`config.mk`:
```
export PLATFORM = sky130hd
export DESIGN_NAME = hazard_stall_ctrl
export DESIGN_NICKNAME = d
export VERILOG_FILES = /design/src/rtl/hazard_stall_ctrl_pkg.sv /design/src/rtl/hazard_stall_ctrl_mdu_countdown.sv /design/src/rtl/hazard_stall_ctrl.sv
export SDC_FILE = /design/constraint.sdc
export NUM_CORES = 1
export LEC_CHECK = 0
export CAP_MARGIN = 20
export CORE_MARGIN = 5
export CORE_UTILIZATION = 46
export CTS_CLUSTER_SIZE = 20
export DETAILED_ROUTE_END_ITERATION = 8
export PLACE_DENSITY = 0.83
export SYNTH_ARGS = -nofsm -noshare
export SYNTH_HDL_FRONTEND = slang
export SYNTH_SLANG_ARGS = --single-unit
```
`constraint.sdc`:
```
create_clock -name clk -period 3.8 [get_ports clk]
set_input_delay 0.95 -clock clk [delete_from_list [all_inputs] [get_ports clk]]
set_output_delay 0.95 -clock clk [all_outputs]
set_load 0.005 [all_outputs]
```
`src/rtl/hazard_stall_ctrl_pkg.sv`:
```
// Shared definitions for the pipeline hazard/stall controller:
// FSM state encodings, NOP encoding, default MDU latency, load-use helper.
package hazard_stall_ctrl_pkg;

  typedef enum logic [1:0] {
    ST_RUN     = 2'd0,
    ST_LDSTALL = 2'd1,
    ST_MDUWAIT = 2'd2
  } state_e;

  // Instruction word used when a pipeline register is cleared (sll $0,$0,0).
  localparam logic [31:0] NOP_INSTR = 32'h0000_0000;

  // Default cycles from an accepted mult/div until HI/LO are valid.
  localparam int DEFAULT_MDU_LAT = 32;

  // A load in EXE feeds a source of the ID instruction; $0 never creates a hazard.
  function automatic logic is_load_use(
    input logic       mem_read,
    input logic [4:0] rd,
    input logic [4:0] rs,
    input logic [4:0] rt,
    input logic       uses_rt
  );
    return mem_read && (rd != 5'd0) && ((rd == rs) || (uses_rt && (rd == rt)));
  endfunction

endpackage

```
`src/rtl/hazard_stall_ctrl_mdu_countdown.sv`:
```
// mdu_countdown: tracks the remaining latency of the multi-cycle MDU.
// The cycle in which the op is accepted is the first latency cycle, so the
// counter is loaded with MDU_LAT-1 and reaches zero exactly when HI/LO are valid.
module mdu_countdown #(
  parameter int CNT_W   = 6,
  parameter int MDU_LAT = 32
) (
  input  logic clk,
  input  logic rst_n,
  input  logic load_i,
  output logic busy_o,
  output logic last_o
);

  localparam logic [CNT_W-1:0] LOAD_VAL = CNT_W'(MDU_LAT - 1);

  logic [CNT_W-1:0] count_q;
  logic [CNT_W-1:0] count_d;

  // Next count: load on accept, otherwise count down and hold at zero.
  always_comb begin
    count_d = count_q;
    if (load_i) begin
      count_d = LOAD_VAL;
    end else if (count_q != '0) begin
      count_d = count_q - CNT_W'(1);
    end
  end

  // Count register; reset discards any in-flight MDU operation.
  always_ff @(posedge clk or negedge rst_n) begin
    if (!rst_n) begin
      count_q <= '0;
    end else begin
      count_q <= count_d;
    end
  end

  assign busy_o = (count_q != '0);
  assign last_o = (count_q == CNT_W'(1));

endmodule

```
`src/rtl/hazard_stall_ctrl.sv`:
```
// hazard_stall_ctrl: stall/flush control for load-use, taken-branch and
// multi-cycle MDU hazards in the 5-stage pipeline.
// Optional feature macro: HAZARD_PERF_CNT_EN adds saturating perf counters.
module hazard_stall_ctrl
  import hazard_stall_ctrl_pkg::*;
#(
  parameter int MDU_LAT = DEFAULT_MDU_LAT,
  parameter int CNT_W   = 6
) (
  input  logic        clk,
  input  logic        rst_n,
  input  logic [4:0]  id_Rs,
  input  logic [4:0]  id_Rt,
  input  logic        id_UsesRt,
  input  logic        id_MduStart,
  input  logic        id_MduRead,
  input  logic        exe_MemRead,
  input  logic [4:0]  exe_RegisterRd,
  input  logic        exe_BranchTaken,
  output logic        pc_stall,
  output logic        ifid_stall,
  output logic        ifid_flush,
  output logic        idex_bubble,
  output logic        mdu_busy,
  output logic        mdu_go
`ifdef HAZARD_PERF_CNT_EN
  ,
  output logic [31:0] perf_stall_cycles,
  output logic [15:0] perf_flush_cnt
`endif
);

  state_e state_q;
  state_e state_d;
  logic   sync_q;
  logic   ready_q;
  logic   cnt_busy;
  logic   cnt_last;
  logic   load_use;
  logic   mdu_block;

  mdu_countdown #(
    .CNT_W  (CNT_W),
    .MDU_LAT(MDU_LAT)
  ) u_mdu_countdown (
    .clk   (clk),
    .rst_n (rst_n),
    .load_i(mdu_go),
    .busy_o(cnt_busy),
    .last_o(cnt_last)
  );

  assign load_use  = is_load_use(exe_MemRead, exe_RegisterRd, id_Rs, id_Rt, id_UsesRt);
  assign mdu_block = (id_MduRead | id_MduStart) & cnt_busy;
  assign mdu_busy  = cnt_busy;

  // Keep all controls quiet during reset and for one full cycle after release.
  always_ff @(posedge clk or negedge rst_n) begin
    if (!rst_n) begin
      sync_q  <= 1'b0;
      ready_q <= 1'b0;
    end else begin
      sync_q  <= 1'b1;
      ready_q <= sync_q;
    end
  end

  // Hazard priority: MDU wait > branch > load-use > MDU block > MDU accept.
  // LDSTALL lasts one cycle and simply re-applies the RUN rules.
  always_comb begin
    pc_stall    = 1'b0;
    ifid_stall  = 1'b0;
    ifid_flush  = 1'b0;
    idex_bubble = 1'b0;
    mdu_go      = 1'b0;
    state_d     = ST_RUN;
    if (ready_q) begin
      if ((state_q == ST_MDUWAIT) && cnt_busy) begin
        // EXE holds a bubble here, so a branch indication cannot be genuine.
        pc_stall    = 1'b1;
        ifid_stall  = 1'b1;
        idex_bubble = 1'b1;
        state_d     = cnt_last ? ST_RUN : ST_MDUWAIT;
      end else if (exe_BranchTaken) begin
        ifid_flush  = 1'b1;
        idex_bubble = 1'b1;
      end else if (load_use) begin
        pc_stall    = 1'b1;
        ifid_stall  = 1'b1;
        idex_bubble = 1'b1;
        state_d     = ST_LDSTALL;
      end else if (mdu_block) begin
        pc_stall    = 1'b1;
        ifid_stall  = 1'b1;
        idex_bubble = 1'b1;
        state_d     = ST_MDUWAIT;
      end else if (id_MduStart) begin
        mdu_go = 1'b1;
      end
    end
  end

  // FSM state register.
  always_ff @(posedge clk or negedge rst_n) begin
    if (!rst_n) begin
      state_q <= ST_RUN;
    end else begin
      state_q <= state_d;
    end
  end

`ifdef HAZARD_PERF_CNT_EN
  logic [31:0] stall_cnt_q;
  logic [15:0] flush_cnt_q;

  // Saturating observation counters; they never feed back into control.
  always_ff @(posedge clk or negedge rst_n) begin
    if (!rst_n) begin
      stall_cnt_q <= '0;
      flush_cnt_q <= '0;
    end else begin
      if (pc_stall && (stall_cnt_q != '1)) begin
        stall_cnt_q <= stall_cnt_q + 32'd1;
      end
      if (ifid_flush && (flush_cnt_q != '1)) begin
        flush_cnt_q <= flush_cnt_q + 16'd1;
      end
    end
  end

  assign perf_stall_cycles = stall_cnt_q;
  assign perf_flush_cnt    = flush_cnt_q;
`endif

endmodule

```
==> results.md <==
- Internal power: 0.331 mW
- CTS tree: built
- Hold_buf cts: 0
- Leading area contributor after synthesis: dfrtp_1
- DR pass1 iterations: 2
- CTS Sinks: 10
- Layout cells sized above 1: ~20%
- Hold_ws: around 0.35 ns
- CP max-delay cell: or4_4
- Startpoint types: input port
- Synthesized cell area: ~730 um2
- Number of synthesized flops with an enable pin: 0
- # H-tree levels: 1
- Drt via density: about 5.3
- Num CTS Buffers: 3
- Largest cells by area after synthesis: dfrtp_1 (34%), xnor2_1 (14%), o211ai_1 (5.1%)
- Initial core utilization: between 40% and 50%
- Worst Hold Class: reg -> reg
- Critical Path End Type: primary output
- Fin Setup TNS: 0 ns
- Primary FF master, synth: dfrtp_1
- LEAKAGE: about 0.48 nW
- PD cells: approximately 460 nW/um2
- Area delta synth->final: 52.9%
- Placeable Area: 1510 um2
- CP most frequent cell: clkdlybuf4s50_1
- Initial antenna violation count: 0
- Crit share post-route: between 90% and 100%
- GPL Wtd Cong: ~0.86
- Minimum clock period: between 3 and 4 ns
- Seq pwr share: 36.3%
- ANT nets after route: 0
- Crit path cell chain: clkdlybuf4s50_1, or4_4, o21a_4, a31o_2, clkdlybuf4s50_1
- Fmax: about 270 MHz
- Outcome: finished, final reports clean
- CTS clock-pin slew for the worst setup and hold paths: about 0.060 ns
- Worst rel slew slack: between 60% and 70%
- Yosys reg bits: 10
- Vias in the first global route: about 690
- Crit path largest cell delay: ~0.54 ns
- First-pass GRT wire length: roughly 2900 um
- Worst-path fanout max: 6
- Syn_area_per_cell: roughly 10 um2
- Die ar.: 2490 um2
- Port Buffers: 27
- Core Rows: 14
- DR iter-0 viols: 1
- CTS Buffer Depth: 2
- Gr ovfl total: 0
- Hold Fails Final Rpt: 0
- Worst Skew: 0.00261 ns
- Sequential share of the synthesized area: 34.2%
- DP Wirelength: between 1000 and 1500 um
- Critical path class: in -> out
- Total number of vias: ~670
- DR DRC count: 0
- Ports: 28
- Clock power share: about a fifth
- GRT Util Overall: 15.2%
- # nets final: ~130
- WL/cell: between 10 and 15 um
- Cells after Synth: 74
- Required time of the critical path: 2.85 ns
- Pin slew with the least headroom to its limit: 0.535 ns
- Net Count, Synth: 98
- FFs w/ async S/R, synth: 100%
- VDD IR max: roughly 0.37 mV
- Top-count cell post-synth: xnor2_1
- Slew Limit Fails: 0
- Max-cap violations: 0
- Root Driver: clkbuf_4
- Comb pwr share: a little under half
- Final setup fails: 0
- Die height: 49.9 um
- Die outline width: approximately 50 um
- Synth cell types: 36
- Switch share: between 30% and 40%
- RSZ-0062 raised after global routing: no
- Top Usage Layer GRT: met2
- Yosys warns: 0
- Worst skew pair latency: ~0.27 ns
- Share of Yosys cell area claimed by the top area cell type: about a third
- Number of diodes: 0
- Total Wirelength: around 1700 um
- Grt met1 use: between 10% and 20%
- Met2 Resource Use GR: between 20% and 30%
- Top post-synthesis cells by count: xnor2_1 (12), dfrtp_1 (10), nand2_1 (6), o211ai_1 (5)
- Sw Pwr: ~0.18 mW
- Largest net degree at the start of global routing: 11
- WP data arrival: between 2 and 3 ns
- Met3 usage: under 10%
## worst max-delay path: cells and delay by family
| kind | cells | cell delay, ns |
|---|---|---|
| AND/OR/NAND/NOR | 1 | 0.54 |
| AO/OA/AOI/OAI | 2 | 0.45 |
| buffers and inverters | 2 | 0.86 |
## kinds of logic (layout without fill, tap and decap cells)
kind of cell / count (synthesis) / in the layout / synth area share [%]
compound gates: 19 / 19 / 19.5
xor+xnor: 13 / 13 / 15.6
fa+ha+maj: 2 / 2 / 3.42
buf+inv: 5 / 40 / 3.25
flops: 10 / 10 / 34.2
mux: 2 / 2 / 3.08
other cells: 1 / 1 / 0.513
simple gates: 22 / 22 / 20.4
## sequential cells by signal, summed over array words and instances (netlist names)
signal	cells
u_mdu_countdown.count_q	6
state_q	2
ready_q	1
sync_q	1
## repair_timing
item | in CTS | in global routing
gates resized for setup | 0 | 7
buffers inserted | 0 | 1
endpoints found under the setup margin | 0 | 4
## metrics by stage
step | instances | utilization (%) | area, um2 | setup WS (ns) | power (mW)
2_1_floorplan | 74 | - | 731 | 0.789 | 0.344
3_3_place_gp | 120 | 69.4 | 1050 | 0.0461 | 0.410
3_5_place_dp | 120 | 69.4 | 1050 | 0.0208 | 0.416
4_1_cts | 124 | 71.8 | 1080 | 0.00817 | 0.514
5_1_grt | 125 | 74.2 | 1120 | 0.00371 | 0.557
6_report | 125 | 74.2 | 1120 | 0.0434 | 0.512
## final cells by class
class                           instances  area (um2)
Clock buffer                            4        36.3
Fill cell                             113         389
Inverter                                3        11.3
Multi-Input combinational cell         59         479
Sequential cell                        10         250
Tap cell                               16        20.0
Timing Repair Buffer                   33         320
## placed cells by master, fill, tap and decap left out, types with 2 or more instances in the layout
master	instances
clkdlybuf4s50_1	25
mux2_2	2
xnor2_1	12
o211ai_1	5
nor2_1	3
dfrtp_1	10
buf_4	6
inv_1	3
a21oi_1	2
nand2_1	6
ha_1	2
dlymetal6s2s_1	2
nor2b_1	2
clkbuf_4	3
## path summary, 6_finish.rpt
kind                       slack [ns]                       start                          to  cells after the start
hold / removal                   0.35                      sync_q                     ready_q                      0
setup reg to reg                 2.04  u_mdu_countdown.count_q[0]  u_mdu_countdown.count_q[3]                      5
max in group asynchronous        2.52                       rst_n                     ready_q                      1
setup / recovery                 0.04           exe_RegisterRd[1]                 idex_bubble                      5
hold reg to reg                  0.35                      sync_q                     ready_q                      0
min in group asynchronous        0.98                       rst_n  u_mdu_countdown.count_q[2]                      1
## layer usage
layer	up-vias	share of wire [%]	wire length, um
li1	337	-	-
met2	17	56	981
met3	4	5.1	88
met1	309	37	644
met5	-	0	0
met4	0	1.4	25
## power by group through the flow
stage,Combinational [mW],Clock [mW],Sequential [mW]
after detailed placement,0.229,0,0.187
after CTS,0.230,0.0982,0.185
after floorplan,0.163,0,0.180
after global placement,0.224,0,0.186
after global routing,0.260,0.105,0.191
final,0.231,0.0951,0.186
Note: power is estimated with default switching activity, not from simulation.
